$ cat src/rtl/fpga_txn_sequencer.sv
// Board front end for one master_interface port. The start button is
// synchronised and debounced. Each clean press captures the switches and
// issues one transaction, which is then tracked to completion or timeout.
module fpga_txn_sequencer #(
  parameter int ADDR_WIDTH           = 16,
  parameter int DATA_WIDTH           = 8,
  parameter int SLAVE_MEM_ADDR_WIDTH = 12,
  parameter int DEBOUNCE_CYCLES      = 16,
  parameter int TIMEOUT_CYCLES       = 1024
) (
  input  logic                  clk,
  input  logic                  rstn,
  input  logic                  start_btn,
  input  logic                  mode_sw,
  input  logic [1:0]            device_sw,
  input  logic [5:0]            mem_addr_sw,
  input  logic [DATA_WIDTH-1:0] wdata_sw,
  output logic [ADDR_WIDTH-1:0] maddr,
  output logic [DATA_WIDTH-1:0] mwdata,
  output logic                  wen,
  output logic                  mwvalid,
  input  logic                  mready,
  input  logic [DATA_WIDTH-1:0] mrdata,
  input  logic                  mrvalid,
  output logic [DATA_WIDTH-1:0] rdata_out,
  output logic                  busy,
  output logic                  done_pulse,
  output logic                  timeout_err,
  output logic [7:0]            txn_count
);

  localparam int DBW = $clog2(DEBOUNCE_CYCLES + 1);
  localparam int TMW = $clog2(TIMEOUT_CYCLES);
  localparam logic [DBW-1:0] DEB_LAST = DBW'(DEBOUNCE_CYCLES - 1);
  localparam logic [DBW-1:0] DEB_MAX  = DBW'(DEBOUNCE_CYCLES);
  localparam logic [TMW-1:0] TMO_LAST = TMW'(TIMEOUT_CYCLES - 1);

  typedef enum logic [2:0] {
    S_IDLE,
    S_ISSUE,
    S_WAIT_ACC,
    S_WAIT_RESP,
    S_DONE
  } state_t;

  state_t                state_q;
  logic                  btn_s1_q, btn_s2_q;
  logic [DBW-1:0]        deb_q, deb_d;
  logic                  press_acc;
  logic [TMW-1:0]        tmo_q;
  logic [ADDR_WIDTH-1:0] addr_d;
  logic [ADDR_WIDTH-1:0] maddr_q;
  logic [DATA_WIDTH-1:0] mwdata_q;
  logic                  wen_q;
  logic                  mwvalid_q;
  logic [DATA_WIDTH-1:0] rdata_q;
  logic                  busy_q;
  logic                  done_q;
  logic                  timeout_q;
  logic [7:0]            count_q;

  // Two-flop synchroniser for the asynchronous button
  always_ff @(posedge clk or negedge rstn) begin
    if (!rstn) begin
      btn_s1_q <= 1'b0;
      btn_s2_q <= 1'b0;
    end else begin
      btn_s1_q <= start_btn;
      btn_s2_q <= btn_s1_q;
    end
  end

  // Debounce counter: counts while held, saturates so a press fires once per high period
  always_comb begin
    deb_d = '0;
    if (btn_s2_q) begin
      if (deb_q != DEB_MAX) deb_d = deb_q + 1'b1;
      else                  deb_d = deb_q;
    end
  end

  assign press_acc = btn_s2_q && (deb_q == DEB_LAST);

  // Debounce counter register
  always_ff @(posedge clk or negedge rstn) begin
    if (!rstn) deb_q <= '0;
    else       deb_q <= deb_d;
  end

  // Bus address built from the switches: device select just above the slave memory field
  always_comb begin
    addr_d                             = '0;
    addr_d[SLAVE_MEM_ADDR_WIDTH +: 2]  = device_sw;
    addr_d[5:0]                        = mem_addr_sw;
  end

  // Transaction FSM with registered outputs; timeout takes priority over progress
  always_ff @(posedge clk or negedge rstn) begin
    if (!rstn) begin
      state_q   <= S_IDLE;
      tmo_q     <= '0;
      maddr_q   <= '0;
      mwdata_q  <= '0;
      wen_q     <= 1'b0;
      mwvalid_q <= 1'b0;
      rdata_q   <= '0;
      busy_q    <= 1'b0;
      done_q    <= 1'b0;
      timeout_q <= 1'b0;
      count_q   <= '0;
    end else begin
      mwvalid_q <= 1'b0;
      done_q    <= 1'b0;
      case (state_q)
        S_IDLE: begin
          if (press_acc) begin
            maddr_q   <= addr_d;
            mwdata_q  <= wdata_sw;
            wen_q     <= mode_sw;
            timeout_q <= 1'b0;
            busy_q    <= 1'b1;
            tmo_q     <= '0;
            state_q   <= S_ISSUE;
          end
        end
        S_ISSUE, S_WAIT_ACC, S_WAIT_RESP: begin
          if (tmo_q == TMO_LAST) begin
            timeout_q <= 1'b1;
            busy_q    <= 1'b0;
            state_q   <= S_IDLE;
          end else begin
            tmo_q <= tmo_q + 1'b1;
            if (state_q == S_ISSUE) begin
              if (mready) begin
                mwvalid_q <= 1'b1;
                state_q   <= S_WAIT_ACC;
              end
            end else if (state_q == S_WAIT_ACC) begin
              if (!wen_q && mrvalid) begin
                rdata_q <= mrdata;
                done_q  <= 1'b1;
                count_q <= count_q + 8'd1;
                busy_q  <= 1'b0;
                state_q <= S_DONE;
              end else if (!mready) begin
                state_q <= S_WAIT_RESP;
              end
            end else begin
              if (wen_q ? mready : mrvalid) begin
                if (!wen_q) rdata_q <= mrdata;
                done_q  <= 1'b1;
                count_q <= count_q + 8'd1;
                busy_q  <= 1'b0;
                state_q <= S_DONE;
              end
            end
          end
        end
        S_DONE: begin
          state_q <= S_IDLE;
        end
        default: begin
          busy_q  <= 1'b0;
          state_q <= S_IDLE;
        end
      endcase
    end
  end

  assign maddr       = maddr_q;
  assign mwdata      = mwdata_q;
  assign wen         = wen_q;
  assign mwvalid     = mwvalid_q;
  assign rdata_out   = rdata_q;
  assign busy        = busy_q;
  assign done_pulse  = done_q;
  assign timeout_err = timeout_q;
  assign txn_count   = count_q;

endmodule
$ cat config.mk
export PLATFORM = sky130hd
export DESIGN_NAME = fpga_txn_sequencer
export DESIGN_NICKNAME = d
export VERILOG_FILES = /design/src/rtl/fpga_txn_sequencer.sv
export SDC_FILE = /design/constraint.sdc
export NUM_CORES = 1
export LEC_CHECK = 0
export BUFFER_PORTS_ARGS = -buffer_cell sky130_fd_sc_hd__buf_2
export CAP_MARGIN = 20
export CELL_PAD_IN_SITES_DETAIL_PLACEMENT = 0
export CELL_PAD_IN_SITES_GLOBAL_PLACEMENT = 1
export CORE_ASPECT_RATIO = 1.1
export CORE_UTILIZATION = 42
export DETAILED_ROUTE_END_ITERATION = 8
export GPL_TIMING_DRIVEN = 0
export HOLD_SLACK_MARGIN = 0.1
export PLACE_DENSITY = 0.93
export REMOVE_ABC_BUFFERS = 1
export SLEW_MARGIN = 20
export SYNTH_ARGS = -nofsm -noshare
export SYNTH_HDL_FRONTEND = slang
export SYNTH_SLANG_ARGS = --single-unit
$ cat constraint.sdc
create_clock -name clk -period 4.1 [get_ports clk]
set_input_delay 1.025 -clock clk [delete_from_list [all_inputs] [get_ports clk]]
set_output_delay 1.025 -clock clk [all_outputs]
set_load 0.02 [all_outputs]
==> results_dict.tcl <==
set metrics [dict create \
    clock_skew_ns 0.00847 \
    cap_violations 0 \
    grt_max_degree 58 \
    crit_type "reg2reg" \
    ys_seq_area_frac 0.535 \
    wl_met3_microns 236 \
    ant_nets 0 \
    p_leak_nw 1.51 \
    final-setup-viol-count 0 \
    initial_core_util 0.433 \
    top_layer_used "met4" \
    grt_pass1_wl_mm 8.94 \
    hp-class "reg2reg" \
    yosysWarnings 0 \
    synth_top_flop_cell "dfrtp_1" \
    antenna_cells 0 \
    cts_tree "yes" \
    drc 0 \
    die_height_microns 85.6 \
    synthCells 259 \
    via_count 2080 \
    synth_area_sq_um 2670 \
    holdPathStages 0 \
    hold_viol 0 \
    layout_common_cells "buf_2 (65), nand2_1 (64), dfrtp_1 (57), clkbuf_8 (12)" \
    holdCritStartpoint "btn_s1_q$_DFF_PN0_" \
    clock-sinks 57 \
    nNetsFinal 364 \
    p_total_w 0.00160 \
    postLayoutSetupSlackWorst_ns 1.68 \
    rows 30 \
    first_pass_iters 4 \
    cts_hold_buf 0 \
    cp-end-kind "flip-flop" \
    start_kind "flip-flop" \
    grt_overflow_total 0 \
    stdcell_count 413 \
    cts-resized-gates 0 \
    numCtsBuffers 9 \
    clockRootBuffer "clkbuf_8" \
    async_reset_ff_frac 1.00 \
    fp.dieW_microns 78.0 \
    arrival_ns 2.60 \
    grtUsageTotal 0.170 \
    status "complete, no violations" \
    syn_to_final_growth_pct 21.3 \
    fill_cells 590 \
    tns_ns 0 \
    grt_pass1_vias 2010 \
    finalCritPeriodShare 0.589 \
    wl_met1_mm 2.39 \
    syn_area_per_cell_sq_um 10.3 \
    port_buffers 66 \
    htreeDepth 3 \
    dp_hpwl_mm 3.65 \
    final_common_cell "buf_2" \
    crit_fanout 21 \
    ff2ff_setup_slack_ns 1.68 \
    required_ns 4.29 \
    ir_worst_vdd_v 0.000219 \
    antenna_found_initial 0 \
    min_to "btn_s2_q$_DFF_PN0_" \
    ys_types 51 \
    gp_congestion 0.791 \
    synth_edf_count 0 \
    rsz0062_at_grt "false" \
    vias_per_cell 5.04 \
    placed_cells 398 \
    drt_iter0_drc 132 \
    path_clk_slew_ns 0.07 \
    slew_violations 0 \
    finalCriticalPeriod_ns 2.42 \
    reg2reg_to "tmo_q[3]$_DFFE_PN0P_" \
    die_area_sq_um 6670 \
    crit_path_start "state_q[1]$_DFFE_PN0P_" \
    cellPowerDensity_nw_per_um2 495 \
    core-area_sq_um 6160 \
    rr_startpoint "state_q[1]$_DFFE_PN0P_" \
    clock.fmax_ghz 0.414 \
    cts_buffer_depth 2 \
    routed_wl_mm 5.14 \
    r2r_cells 4 \
    io_pins 75 \
    wl_met2_mm 2.45 \
    tightest_slew_ns 0.889 \
    ys_ff_latch 57 \
    dp_slack_ns 1.66 \
    wl_per_cell_microns 12.4 \
    max-slew-margin-rel 0.405 \
    drive_gt1_frac 0.282 \
    post-cts-setup-buffers 0 \
    clkLatencyLatePin_ns 0.32 \
]
[Yosys cell counts, types with 6 or more instances]
| master | number | area (sq um) |
|---|---|---|
| mux2_1 | 9 | 101 |
| inv_1 | 9 | 33.8 |
| dfrtp_1 | 57 | 1430 |
| nand2_1 | 64 | 240 |
| buf_4 | 8 | 60.1 |
| nand3_1 | 6 | 30.0 |
| nand4_1 | 6 | 37.5 |
| nor2_1 | 7 | 26.3 |
[worst max path at each step]
stage,endpoint,slack (ns)
after floorplan,busy$_DFFE_PN0P_,1.75
after global placement,busy$_DFFE_PN0P_,0.91
after detailed placement,tmo_q[3]$_DFFE_PN0P_,1.66
after CTS,tmo_q[3]$_DFFE_PN0P_,1.63
after global routing,tmo_q[3]$_DFFE_PN0P_,1.44
final,tmo_q[3]$_DFFE_PN0P_,1.68
[sequential cells by signal, summed over array words and instances, names as in the netlist]
signal	count
btn_s1_q	1
btn_s2_q	1
busy	1
deb_q	5
done_pulse	1
maddr	8
mwdata	8
mwvalid	1
rdata_out	8
state_q	3
timeout_err	1
tmo_q	10
txn_count	8
wen	1
[layer usage]
layer  vias to the layer above  global-route usage
li1                       1014                   -
met1                       990               0.217
met2                        69               0.279
met3                         7              0.0394
met4                         0              0.0707
met5                         -                   0
[through the flow]
stage,hold WS [ns],cell area (sq um),utilization
after global placement,0.339,3020,0.491
after detailed placement,0.337,3050,0.496
after global routing,0.372,3230,0.525
after CTS,0.351,3230,0.525
final,0.348,3230,0.525
after floorplan,0.331,2590,-
[power breakdown]
part           switching (W)  internal (W)
Clock               0.000206      0.000265
Combinational       0.000222      0.000149
Sequential          0.000117      0.000643
[kinds of logic (layout without fill, tap and decap cells)]
kind of cell | Yosys count | count (layout) | synth area share
and+or+nand+nor | 118 | 118 | 0.218
buffers and inverters | 26 | 93 | 0.0521
other | 1 | 8 | 0.00141
adders and majority gates | 5 | 5 | 0.0235
xor gates and xnor gates | 9 | 9 | 0.0296
AOI/OAI and AO/OA | 31 | 31 | 0.0910
muxes | 12 | 12 | 0.0497
DFF | 57 | 57 | 0.535
[critical path, cell delays in order, from the launching register on]
cell and delay (ns):
dfrtp_1 0.57, nor2_2 0.38, nand4_1 0.76, a211oi_1 0.45
o22ai_1 0.12
[area by class of cell]
type                       instances  area [sq um]  area share
multi-input combinational        183          1140       0.351
sequential                        57          1430       0.441
tap                               80           100      0.0310
clock inverter                     2          12.5     0.00387
clock buffer                      13           169      0.0522
inverter                          10          37.5      0.0116
timing repair buffer              68           352       0.109
Note: power is estimated with default switching activity, not from simulation.
